**config.mk**
```make
export PLATFORM = sky130hd
export DESIGN_NAME = reg_bus_arbiter
export DESIGN_NICKNAME = d
export VERILOG_FILES = /design/src/rtl/reg_bus_arbiter.sv
export SDC_FILE = /design/constraint.sdc
export NUM_CORES = 1
export LEC_CHECK = 0
export CORE_MARGIN = 2
export CORE_UTILIZATION = 24
export CTS_CLUSTER_SIZE = 10
export DETAILED_ROUTE_END_ITERATION = 10
export PLACE_DENSITY = 0.8
export SLEW_MARGIN = 20
export SYNTH_ARGS = -nofsm -noshare
export SYNTH_HDL_FRONTEND = slang
export SYNTH_SLANG_ARGS = --single-unit
```
**constraint.sdc**
```tcl
create_clock -name clk -period 2.45 [get_ports clk]
set_clock_uncertainty 0.05 [all_clocks]
set_input_delay 0.3675 -clock clk [delete_from_list [all_inputs] [get_ports clk]]
set_output_delay 0.3675 -clock clk [all_outputs]
set_load 0.02 [all_outputs]
```
**src/rtl/reg_bus_arbiter.sv**
```systemverilog
// reg_bus_arbiter: two-master round-robin arbiter and mux for the 8-bit register-file bus.
// Define REG_ARB_TIMEOUT_EN to force a handover after HOLD_MAX waiting cycles.
module reg_bus_arbiter #(
    parameter int          ADDR_W   = 8,
    parameter int          DATA_W   = 8,
    parameter logic [15:0] HOLD_MAX = 16'd256
) (
    input  logic              clk,
    input  logic              rst,
    input  logic              m0_req_i,
    output logic              m0_gnt_o,
    input  logic [ADDR_W-1:0] m0_addr_i,
    input  logic              m0_wen_i,
    input  logic [DATA_W-1:0] m0_wdata_i,
    input  logic              m0_ren_i,
    output logic [DATA_W-1:0] m0_rdata_o,
    input  logic              m1_req_i,
    output logic              m1_gnt_o,
    input  logic [ADDR_W-1:0] m1_addr_i,
    input  logic              m1_wen_i,
    input  logic [DATA_W-1:0] m1_wdata_i,
    input  logic              m1_ren_i,
    output logic [DATA_W-1:0] m1_rdata_o,
    output logic [ADDR_W-1:0] s_addr_o,
    output logic              s_wen_o,
    output logic [DATA_W-1:0] s_wdata_o,
    output logic              s_ren_o,
    input  logic [DATA_W-1:0] s_rdata_i,
    output logic              busy_o,
    output logic              owner_o,
    output logic              timeout_o
);
    typedef enum logic [1:0] {IDLE, OWN0, OWN1} state_t;
    state_t state, next;
    logic last_id, own_req, oth_req, expire, g0, g1;
    assign g0 = state == OWN0;
    assign g1 = state == OWN1;
    assign own_req = (g0 & m0_req_i) | (g1 & m1_req_i);
    assign oth_req = (g0 & m1_req_i) | (g1 & m0_req_i);
`ifdef REG_ARB_TIMEOUT_EN
    logic [15:0] hold_cnt;
    logic        tmo_q;
    assign expire = own_req & oth_req & (hold_cnt == HOLD_MAX - 16'd1);
    always_ff @(posedge clk or negedge rst) begin
        if (!rst) begin
            hold_cnt <= '0;
            tmo_q    <= 1'b0;
        end else begin
            hold_cnt <= (next != state || !oth_req) ? '0 : hold_cnt + {15'd0, hold_cnt != 16'hFFFF};
            tmo_q    <= expire;
        end
    end
    assign timeout_o = tmo_q;
`else
    logic unused_hold;
    assign unused_hold = ^HOLD_MAX;
    assign expire = 1'b0;
    assign timeout_o = 1'b0;
`endif
    always_comb begin
        next = IDLE;
        if (state == IDLE)
            next = (m0_req_i & m1_req_i) ? (last_id ? OWN0 : OWN1) : m0_req_i ? OWN0 : m1_req_i ? OWN1 : IDLE;
        else
            next = (own_req & ~expire) ? state : oth_req ? (g0 ? OWN1 : OWN0) : IDLE;
    end
    always_ff @(posedge clk or negedge rst) begin
        if (!rst) begin
            state   <= IDLE;
            last_id <= 1'b1;
        end else begin
            state   <= next;
            last_id <= next == OWN0 ? 1'b0 : next == OWN1 ? 1'b1 : last_id;
        end
    end
    assign m0_gnt_o   = g0;
    assign m1_gnt_o   = g1;
    assign busy_o     = g0 | g1;
    assign owner_o    = g1;
    assign s_addr_o   = g0 ? m0_addr_i : g1 ? m1_addr_i : '0;
    assign s_wdata_o  = g0 ? m0_wdata_i : g1 ? m1_wdata_i : '0;
    assign s_wen_o    = (g0 & m0_wen_i) | (g1 & m1_wen_i);
    assign s_ren_o    = (g0 & m0_ren_i) | (g1 & m1_ren_i);
    assign m0_rdata_o = g0 ? s_rdata_i : '0;
    assign m1_rdata_o = g1 ? s_rdata_i : '0;
endmodule

```
==> flow_summary.json <==
{
  "multiInputGateArea_um2": 485,
  "final_critical_path_share_of_the_clock_period": 0.956,
  "clock_power_share": 0.057,
  "worstSetupPathType": "flip-flop to primary output",
  "most-common-layout-cells": "clkdlybuf4s50_1, nand2_1, and2_1",
  "postCtsHoldBufs": 0,
  "async_flop_share": 1.00,
  "r2r_setup_slack_ps": 390,
  "total_leakage_power_nw": 0.757,
  "holdCritPathClass": "primary input to asynchronous set/reset pin",
  "r2r-start": "state[1]",
  "clkSinkCount": 3,
  "ys_dominant_reg_cell": "dfrtp_1",
  "sequentialPowerShare": 0.065,
  "cts-buffers-inserted": 3,
  "number_of_enable_type_register_cells_in_the_synthesized_netlist": 0,
  "detail_route.first_pass.iterations": 2,
  "number_of_buffers_added_for_setup_after_cts": 0,
  "rsz_0062_raised_after_global_routing": "no",
  "ioPinCount": 87,
  "tritoncts": "built",
  "ys_seq_area_frac": 0.122,
  "mean_post_synth_cell_area_um2": 7.02,
  "run_status": "complete, no violations",
  "ys_ff_latch": 3,
  "drt_drc_violations_left": 0,
  "antenna_left": 0,
  "route.detailed.vias_per_inst": 4.62,
  "ys_warn_count": 0,
  "timing.critical_path.required_ps": 2030,
  "internal_power_mw": 0.789,
  "drt_iter0_drc": 6,
  "initial_utilization": 0.252,
  "combPwrFrac": 0.877,
  "antenna_found_initial": 0,
  "num_antenna_cells": 0,
  "endpoint_kind": "primary output",
  "grt.overflow.total": 0,
  "max_cap_viol_count": 0,
  "drive_gt1_frac": 0.0581,
  "max_stage_delay_ps": 610,
  "grt_usage": 0.168,
  "fillerInstances": 228,
  "utilization": 0.620,
  "rr_endpoint": "last_id",
  "totalWireLength_mm": 2.62,
  "netlist-cell-type-count": 22,
  "ff_latch_area_um2": 76.3,
  "core_area_um2": 2480,
  "finalHoldViolCount": 0,
  "design_power_total_mw": 1.53,
  "finish.cell_count_without_fillers": 202,
  "clk_root_buffer_cell": "clkbuf_4",
  "p_switching_mw": 0.741,
  "final_max_slew_viol_count": 0,
  "worst_reg2reg_path_depth": 8,
  "timing.critical_path.arrival_ps": 1930,
  "layout.cells.most_common": "clkdlybuf4s50_1",
  "route.vias.total": 933,
  "ir_drop_v": 0.000827,
  "die-width_um": 55.0,
  "clkTransAtPathRegs_ps": 40,
  "buffer_ports.inserted": 85,
  "syn-cell-area_um2": 624,
  "grt_first_pass_wirelength_mm": 3.71,
  "clock_latency_ps": 230,
  "netlist_instances": 89,
  "clock_tree.htree_level_count": 1,
  "number_of_nets_produced_by_synthesis": 142,
  "finalCriticalPeriod_ps": 2340,
  "maxClockFrequency_ghz": 0.427,
  "gp_congestion": 0.917,
  "design.die.area_um2": 3030,
  "row_count": 18,
  "final.setup.tns_ps": 0,
  "detail_route.wl_per_cell_um": 13.0,
  "die_extent_in_y_um": 55.0,
  "finalHoldWorstSlack_ps": 263,
  "dp.final_hpwl_mm": 2.18,
  "crit_fanout": 20,
  "critical-path-slowest-cell": "clkdlybuf4s50_1",
  "power_density_nw_per_um2": 996,
  "timing.critical_path.from_type": "flip-flop",
  "pin_count_of_the_biggest_net_entering_global_routing": 28,
  "power.switching_fraction": 0.484,
  "worstPathCellList": "inv_1 -> ha_2 -> buf_12 -> and2_1 -> clkdlybuf4s50_1",
  "setup_violations": 0,
  "first_global_vias": 825,
  "clk_path_buf_depth": 2,
  "finalNetCount": 226,
  "dp_cells": 198,
  "area_growth_from_synthesis_to_layout_pct": 146
}
-- cell families after synthesis --
| logic type | synth area share |
|---|---|
| buffers and inverters | 0.108 |
| AOI/OAI and AO/OA | 0.303 |
| other | 0.00601 |
| DFF | 0.122 |
| muxes | 0.0160 |
| adders and majority gates | 0.100 |
| and+or+nand+nor | 0.345 |
-- through the flow --
step                      area (um2)  worst slack [ps]
after floorplan                  624               418
after global placement          1500               251
after detailed placement        1500               131
after CTS                       1510              5.88
after global routing            1540              7.40
final                           1540               107
-- repair_timing --
action,CTS,global route
resized for setup,10,9
endpoints found under the hold margin,0,0
setup endpoints to repair,16,9
-- Yosys cell counts (2+ instances only) --
library cell / number / share of area
a22o_1: 13 / 0.18
and2_1: 16 / 0.16
buf_4: 3 / 0.036
clkbuf_1: 5 / 0.030
dfrtp_1: 2 / 0.080
ha_1: 5 / 0.10
inv_1: 4 / 0.024
nand2_1: 19 / 0.11
nor2b_1: 2 / 0.020
o21ai_0: 8 / 0.064
-- worst max path at each step --
stage | slack, ps | start | end | depth (start not counted)
floorplan | 420 | state[0] | last_id | 8
global placement | 250 | state[0] | s_addr_o[7] | 6
detailed placement | 130 | state[0] | s_wdata_o[1] | 6
CTS | 6 | state[0] | s_addr_o[0] | 6
global route | 7 | state[0] | m1_rdata_o[1] | 5
finish | 110 | state[0] | m1_rdata_o[3] | 5
-- worst max-delay path, delay by kind of cell, from the launching register on --
family | cells | cell delay [ps]
adder cells (fa/ha/maj) | 1 | 260
buffers and inverters | 3 | 880
AND/OR/NAND/NOR | 1 | 130
flip-flops | 1 | 420
-- per-layer routing --
metal  GRT usage  up-vias  share of wire
li1            -      473              -
met1       0.165      413           0.36
met2       0.333       43           0.51
met3      0.0349        4           0.12
met4      0.0691        0          0.013
met5           0        -              0
-- power groups by stage --
| stage | logic, mW | clock network (mW) | registers [mW] |
|---|---|---|---|
| finish | 1.34 | 0.0878 | 0.100 |
| global route | 1.45 | 0.0977 | 0.104 |
| floorplan | 0.790 | 0 | 0.0936 |
| detailed placement | 1.40 | 0 | 0.0992 |
| global placement | 1.37 | 0 | 0.0966 |
| CTS | 1.36 | 0.0934 | 0.0987 |
-- final cells by class --
cell class,instances,share of cell area
multi-input cells,73,0.316
inverters,4,0.00977
well taps,30,0.0244
repair buffers,88,0.583
clock buffers,4,0.0171
flip-flops and latches,3,0.0497
-- sequential cells by signal (all words and copies together), names as in the netlist --
| name | flops |
|---|---|
| last_id | 1 |
| state | 2 |
No activity file was read; power rests on OpenSTA's default activity.
